### config.mk
export PLATFORM = sky130hd
export DESIGN_NAME = psw_attempt_guard_flat
export DESIGN_NICKNAME = d
export VERILOG_FILES = /design/src/rtl/psw_pkg.sv /design/src/rtl/psw_attempt_guard_if.sv /design/src/rtl/psw_result_edge.sv /design/src/rtl/psw_attempt_guard.sv /design/src/flat_wrapper.sv
export SDC_FILE = /design/constraint.sdc
export NUM_CORES = 1
export LEC_CHECK = 0
export BUFFER_PORTS_ARGS = -buffer_cell sky130_fd_sc_hd__buf_4
export CAP_MARGIN = 20
export CORE_MARGIN = 10
export CORE_UTILIZATION = 30
export CTS_CLUSTER_DIAMETER = 50
export DETAILED_ROUTE_END_ITERATION = 7
export PLACE_DENSITY = 0.52
export SLEW_MARGIN = 20
export SYNTH_ARGS = -nofsm -noshare
export SYNTH_HDL_FRONTEND = slang
export SYNTH_SLANG_ARGS = --single-unit
### constraint.sdc
create_clock -name clk -period 2.13 [get_ports clk]
set_input_delay 0.426 -clock clk [delete_from_list [all_inputs] [get_ports clk]]
set_output_delay 0.426 -clock clk [all_outputs]
set_load 0.01 [all_outputs]
### src/rtl/psw_pkg.sv
// Shared constants for the password attempt guard:
// FSM result codes and guard state encoding.
package psw_pkg;

  localparam logic [1:0] RES_NONE  = 2'b00;
  localparam logic [1:0] RES_GRANT = 2'b01;
  localparam logic [1:0] RES_DENY  = 2'b10;
  localparam logic [1:0] RES_RSVD  = 2'b11;

  localparam logic [1:0] ST_IDLE    = 2'b00;
  localparam logic [1:0] ST_OPEN    = 2'b01;
  localparam logic [1:0] ST_LOCKOUT = 2'b10;

  localparam int TIMER_W = 8;
  localparam int FAIL_W  = 4;

  function automatic logic is_quiet(
    input logic [1:0] r
  );
    return (r == RES_NONE) || (r == RES_RSVD);
  endfunction

endpackage

### src/rtl/psw_attempt_guard_if.sv
// Signal bundle between the password FSM side and
// the attempt guard.
interface psw_attempt_guard_if;
  import psw_pkg::*;

  logic                 tick;
  logic [1:0]           psw_result;
  logic                 enable_in;
  logic                 enable_out;
  logic                 door_open;
  logic                 locked;
  logic [FAIL_W-1:0]    fail_count;
  logic [TIMER_W-1:0]   lock_remaining;

  modport master (
    output tick,
    output psw_result,
    output enable_in,
    input  enable_out,
    input  door_open,
    input  locked,
    input  fail_count,
    input  lock_remaining
  );

  modport slave (
    input  tick,
    input  psw_result,
    input  enable_in,
    output enable_out,
    output door_open,
    output locked,
    output fail_count,
    output lock_remaining
  );

endinterface

### src/rtl/psw_result_edge.sv
// Turns the FSM result level into one-cycle grant/deny
// pulses; only a change out of a quiet code counts.
module psw_result_edge
  import psw_pkg::*;
(
  input  logic       clk,
  input  logic       rst,
  input  logic [1:0] result_i,
  output logic       grant_ev_o,
  output logic       deny_ev_o
);

  logic [1:0] prev_q;
  logic [1:0] prev_d;

  assign prev_d = result_i;

  always_ff @(posedge clk) begin
    if (rst) begin
      prev_q <= RES_NONE;
    end else begin
      prev_q <= prev_d;
    end
  end

  // 01<->10 swaps leave the quiet-prev test false,
  // so they never fire.
  assign grant_ev_o = is_quiet(prev_q) &&
                      (result_i == RES_GRANT);
  assign deny_ev_o  = is_quiet(prev_q) &&
                      (result_i == RES_DENY);

endmodule

### src/rtl/psw_attempt_guard.sv
// Counts consecutive denials, holds timed open and
// lockout windows, and gates the FSM enable meanwhile.
module psw_attempt_guard
  import psw_pkg::*;
#(
  parameter int MAX_FAILS  = 3,
  parameter int LOCK_TICKS = 30,
  parameter int OPEN_TICKS = 10
) (
  input logic               clk,
  input logic               rst,
  psw_attempt_guard_if.slave bus
);

  if (MAX_FAILS < 1 || MAX_FAILS > 15) begin : g_bad_fails
    $error("MAX_FAILS out of range");
  end
  if (LOCK_TICKS < 1 || LOCK_TICKS > 255) begin : g_bad_lock
    $error("LOCK_TICKS out of range");
  end
  if (OPEN_TICKS < 1 || OPEN_TICKS > 255) begin : g_bad_open
    $error("OPEN_TICKS out of range");
  end

  localparam logic [TIMER_W-1:0] OPEN_LD =
    TIMER_W'(OPEN_TICKS);
  localparam logic [TIMER_W-1:0] LOCK_LD =
    TIMER_W'(LOCK_TICKS);
  localparam logic [FAIL_W:0] FAIL_LIM =
    (FAIL_W+1)'(MAX_FAILS);

  logic [1:0]         state_q, state_d;
  logic [TIMER_W-1:0] timer_q, timer_d;
  logic [FAIL_W-1:0]  fail_q,  fail_d;
  logic [FAIL_W:0]    fail_inc;
  logic               grant_ev;
  logic               deny_ev;
  logic               expire;

  psw_result_edge u_edge (
    .clk        (clk),
    .rst        (rst),
    .result_i   (bus.psw_result),
    .grant_ev_o (grant_ev),
    .deny_ev_o  (deny_ev)
  );

  assign fail_inc = {1'b0, fail_q} + 1'b1;
  assign expire   = bus.tick &&
                    (timer_q == TIMER_W'(1));

  always_comb begin
    state_d = state_q;
    timer_d = timer_q;
    fail_d  = fail_q;
    unique case (state_q)
      ST_IDLE: begin
        // Events win over tick here; tick has no
        // meaning while idle.
        if (grant_ev) begin
          state_d = ST_OPEN;
          timer_d = OPEN_LD;
          fail_d  = '0;
        end else if (deny_ev) begin
          if (fail_inc == FAIL_LIM) begin
            state_d = ST_LOCKOUT;
            timer_d = LOCK_LD;
            fail_d  = '0;
          end else begin
            fail_d  = fail_inc[FAIL_W-1:0];
          end
        end
      end
      ST_OPEN, ST_LOCKOUT: begin
        if (expire) begin
          state_d = ST_IDLE;
          timer_d = '0;
        end else if (bus.tick) begin
          timer_d = timer_q - 1'b1;
        end
      end
      default: begin
        state_d = ST_IDLE;
        timer_d = '0;
        fail_d  = '0;
      end
    endcase
  end

  always_ff @(posedge clk) begin
    if (rst) begin
      state_q <= ST_IDLE;
      timer_q <= '0;
      fail_q  <= '0;
    end else begin
      state_q <= state_d;
      timer_q <= timer_d;
      fail_q  <= fail_d;
    end
  end

  assign bus.door_open      = (state_q == ST_OPEN);
  assign bus.locked         = (state_q == ST_LOCKOUT);
  assign bus.fail_count     = fail_q;
  assign bus.lock_remaining =
    (state_q == ST_LOCKOUT) ? timer_q : '0;
  assign bus.enable_out     =
    (state_q == ST_IDLE) ? bus.enable_in : 1'b1;

endmodule

### src/flat_wrapper.sv
// flat-port wrapper written by rule: the top's interface ports become plain ports
module psw_attempt_guard_flat import psw_pkg::*;
#(
  parameter int MAX_FAILS  = 3,
  parameter int LOCK_TICKS = 30,
  parameter int OPEN_TICKS = 10
)
  (clk, rst, bus_tick, bus_psw_result, bus_enable_in, bus_enable_out, bus_door_open, bus_locked, bus_fail_count, bus_lock_remaining);
  psw_attempt_guard_if bus_i ();
  input logic clk;
  input logic rst;
  input wire logic [$bits(bus_i.tick)-1:0] bus_tick;
  input wire logic [$bits(bus_i.psw_result)-1:0] bus_psw_result;
  input wire logic [$bits(bus_i.enable_in)-1:0] bus_enable_in;
  output wire logic [$bits(bus_i.enable_out)-1:0] bus_enable_out;
  output wire logic [$bits(bus_i.door_open)-1:0] bus_door_open;
  output wire logic [$bits(bus_i.locked)-1:0] bus_locked;
  output wire logic [$bits(bus_i.fail_count)-1:0] bus_fail_count;
  output wire logic [$bits(bus_i.lock_remaining)-1:0] bus_lock_remaining;
  assign bus_i.tick = bus_tick;
  assign bus_i.psw_result = bus_psw_result;
  assign bus_i.enable_in = bus_enable_in;
  assign bus_enable_out = bus_i.enable_out;
  assign bus_door_open = bus_i.door_open;
  assign bus_locked = bus_i.locked;
  assign bus_fail_count = bus_i.fail_count;
  assign bus_lock_remaining = bus_i.lock_remaining;
  psw_attempt_guard #(.MAX_FAILS(MAX_FAILS), .LOCK_TICKS(LOCK_TICKS), .OPEN_TICKS(OPEN_TICKS)) u_core (.clk(clk), .rst(rst), .bus(bus_i));
endmodule
# == Word-level counts from Yosys, hierarchy flattened ==
# Cells that the tools add are included.
# Widths: inputs -> output; s select.
# word_totals
word_cells,45
inputBits,6
reg_bits,16
# classes
n_mux,17
n_addsub,2
bitwise,1
eq_ne,11
n_reduce_logical,10
# op_table
operator,count
$mux 8,6
$pmux 8 s2,1
$mux 4,3
$eq 8x1->1 const B,1
$mux 2,4
$pmux 4 s2,1
$sub 8x1->8 const B,1
$eq 2x2->1 const B,3
$ne 3x1->1 const B,2
$reduce_and 3->1,2
$add 4x1->5 const B,1
$eq 5x2->1 const B,1
$eq 2x1->1 const B,2
$logic_not 2->1,2
$pmux 2 s2,1
$logic_and 1x1->1,3
$ne 3x2->1 const B,1
$ne 2x1->1 const B,1
$reduce_and 2->1,1
$reduce_or 2->1,1
$logic_or 1x1->1,1
$mux 1,1
$not 1->1,1

# == Logic depth before layout (Yosys ltp) ==
# logic_depth
word_depth,6
depth_mapped,7
mapped_depth_nobuf,7

# == By module ==
# A second synthesis with hierarchy kept.
# unflattened
hier_cells,134
hier_area_um2,1081.0
# by_module_without_submodules
mod,area_per_inst_um2,cells_per_inst,seq_area_each_um2,instances
psw_attempt_guard,994.7,127,280.3,1
psw_result_edge,86.3,7,40.0,1

# == Worst setup path after synthesis ==
# Ideal clock, no wire load.
# synth_path
path_type,register -> register
start,reg u_core.state_q[0]
end,reg u_core.timer_q[5]
n_path_buf,0
setup_time_ns,0.087
period_less_slack_ns,1.799
path_stages_with_launch,8
required_ns,2.043
setup_slack_ns,0.331
arrival_time_ns,1.712
cell_sequence,dfxtp_1 inv_1 ha_1 inv_1 a31oi_4 nand2b_4 or4_1 o31ai_1
# synth_between
elab_chain_len,4
# synth_lines
item,line_no,rtl
"start, declared",psw_attempt_guard.sv:32,"logic [1:0] state_q, state_d;"
"start signal, assigned",psw_attempt_guard.sv:96,state_q <= state_d;
$eq 2x1->1 or $eq 2x2->1 (tied branches),psw_attempt_guard.sv:56,unique case (state_q)
$reduce_or 2->1,psw_attempt_guard.sv:56,
$ne 3x2->1 (no line),n/a,
$reduce_and 3->1 (no line),n/a,
"end signal, assigned",psw_attempt_guard.sv:97,timer_q <= timer_d;
"end, declared",psw_attempt_guard.sv:33,"logic [TIMER_W-1:0] timer_q, timer_d;"
# Several ways; a longest one is shown, not always the timed one.
# A chain may end at the register's enable or synchronous reset.

# == Final worst setup path ==
# layout_path
start,reg u_core.state_q[1]
end,reg u_core.timer_q[5]
# The elaborated chain is that of the path after synthesis.

==> metrics.txt <==
Internal 0.585 mW; final instance area 0.00140 sq mm; Post-Synthesis Cell Area 0.00113 sq mm; Ant. Diodes 0; CP Launch Type flip-flop; die area 0.00664 sq mm; Tot Pwr 0.872 mW; row count 22; Post-synth EDFFs 0; dpl ws 0.191 ns; TNS Setup 0 ns; critical path required time 2.30 ns; hold depth 2; post-cts resize count 0; CP Capture Type flip-flop; Crit Path Class reg2reg; Core Footprint 0.00366 sq mm; placed cells 196; 1st-iter DRT viols 70; Yosys reg bits 16; Placer Congestion 0.763; layout cells sized above 1 27.0%; post-DP HPWL 2150 microns; period utilization 91.9%; status finished clean; number of fillers in the final layout 366; largest net degree at the start of global routing 18; clock share of power 31.5%; P_leak 0.575 nW; Worst-Margin Slew 0.468 ns; ys flop type dfxtp_1; post-route ant nets 0; PD cells 625 mW/mm^2; post-synth top area share 28.3%; Reg area 320 sq um; Post-DP Area 0.00134 sq mm; vias per inst 5.19; Final nets 167; switching part of the total power 32.9%; Final Critical Period 1.96 ns; DRT Pass-1 Iters 4; share of power burned in registers 39.6%; most frequent cells in the layout buf_4, dfxtp_1, inv_1, nand2_1; Setup Skew 0.00198 ns; Slew Limit Fails 0; Worst VDD drop 277 uV; register area share after synthesis 28.3%; Switch Pwr 0.287 mW; Max-Cap Viols 0; asr flop ratio synth 0%; Max Buffers Root-to-Sink 2; count of final setup violators 0; Post-CTS Hold Buffers 0; I/O pins 21; Syn Area/Cell 8.86 sq um; worst skew pair latency 0.25 ns; Crit path arrival time 2.13 ns; clock sinks 16; Post-route DRC 0; Max Freq 511 MHz; root buf cell clkbuf_8; unrepaired setup endpoints after global routing no; PortBufs 20; vias in the first global route 979; Layout Area Growth over Synthesis 23.2%; Yosys top cell by area dfxtp_1; Comb pwr share 28.9%; syn nets 142; Synth cell types 49; routed wire length 2870 microns; antenna violations before repair 0; total vias in the final route 1038; Hold Fails Final Rpt 0; Die W 81.5 microns; ranking of synthesized cells by area dfxtp_1, ha_1, and2_1, a21oi_1, inv_1; multi-input logic area 754 sq um; Layout Cells excl Fill 200; count of warnings emitted by yosys 0; cells after synthesis 128; Overflow after GRT 0; CTS Buf Count 3; H-tree levels 1; first-pass GRT wire length 4500 microns; most common cell after layout, fill and taps aside buf_4; Slew headroom 68.6%; Avg WL per Cell 14.3 microns; Worst-path clk slew 0.07 ns; worst setup margin 0.172 ns; height of the die 81.5 microns; Total GRT Usage 8.37%; Initial Util 31.0%; number of post-CTS setup repair buffers 0; Worst Reg-to-Reg Cells 7; CTS tree yes; CP Max Fanout 5; HP Class in2reg
==> synthesized netlist by cell type (all sizes together), types with 2 or more instances <==
library cell  instances
nor3                  2
o31ai                 2
and2                  9
ha                    8
a21bo                 2
a31oi                 2
inv                   9
a211oi                3
o32ai                 3
a21o                  3
nand2b                2
nand2                 9
buf                   2
o311ai                3
o21ai                 3
or3                   3
dfxtp                16
o32a                  2
nor2                  7
nand3                 3
o41ai                 2
o21a                  2
o31a                  2
nor2b                 4
a21oi                 9
==> sequential cells by signal, summed over array words and instances (netlist names) <==
register               cells
u_core.state_q             2
u_core.u_edge.prev_q       2
u_core.bus.fail_count      4
u_core.timer_q             8
==> metrics by stage <==
stage	util [%]	hold slack, ns
final	38.1	0.409
after global routing	38.1	0.417
after CTS	38.1	0.409
after detailed placement	36.6	0.501
after global placement	36.6	0.487
after floorplan	-	0.471
==> worst paths after layout <==
check	start	to	slack, ns
setup / recovery	u_core.state_q[1]	u_core.timer_q[5]	0.17
hold / removal	bus_psw_result[0]	u_core.u_edge.prev_q[0]	0.41
setup reg to reg	u_core.state_q[1]	u_core.timer_q[5]	0.17
hold reg to reg	u_core.timer_q[6]	u_core.timer_q[6]	0.51
==> power groups by stage <==
stage | clock, mW | combinational, mW | sequential [mW]
2_1_floorplan | 0 | 0.177 | 0.348
3_3_place_gp | 0 | 0.251 | 0.351
3_5_place_dp | 0 | 0.249 | 0.352
4_1_cts | 0.281 | 0.250 | 0.345
5_1_grt | 0.297 | 0.279 | 0.349
6_report | 0.274 | 0.252 | 0.346
==> cells by family (layout without fill, tap and decap cells) <==
group / Yosys count / count (layout) / share of synthesized area (%)
AOI/OAI and AO/OA: 43 / 43 / 30.7
xor gates and xnor gates: 2 / 2 / 1.55
adders and majority gates: 8 / 8 / 8.83
buffers and inverters: 12 / 36 / 5.19
DFF: 16 / 16 / 28.3
and+or+nand+nor: 47 / 47 / 25.5
==> layout make-up <==
| type | count | share of cell area [%] |
|---|---|---|
| multi-input combinational | 100 | 54.0 |
| sequential | 16 | 22.9 |
| timing repair buffer | 23 | 12.4 |
| tap | 48 | 4.30 |
| clock buffer | 4 | 3.94 |
| inverter | 9 | 2.42 |
==> worst max-delay path, cell delays in order, from the launching register on <==
cell	delay (ns)
dfxtp_1	0.37
inv_1	0.09
ha_1	0.35
inv_1	0.11
a31oi_4	0.21
nand2b_4	0.09
or4_1	0.46
o31ai_1	0.18
==> routing by layer <==
layer | GRT usage [%] | vias to the layer above | share of wire [%]
li1 | - | 528 | -
met1 | 11.0 | 478 | 49
met2 | 12.7 | 28 | 44
met3 | 2.51 | 4 | 5.8
met4 | 2.77 | 0 | 1.2
met5 | 0 | - | 0
No activity file was read; power rests on OpenSTA's default activity.
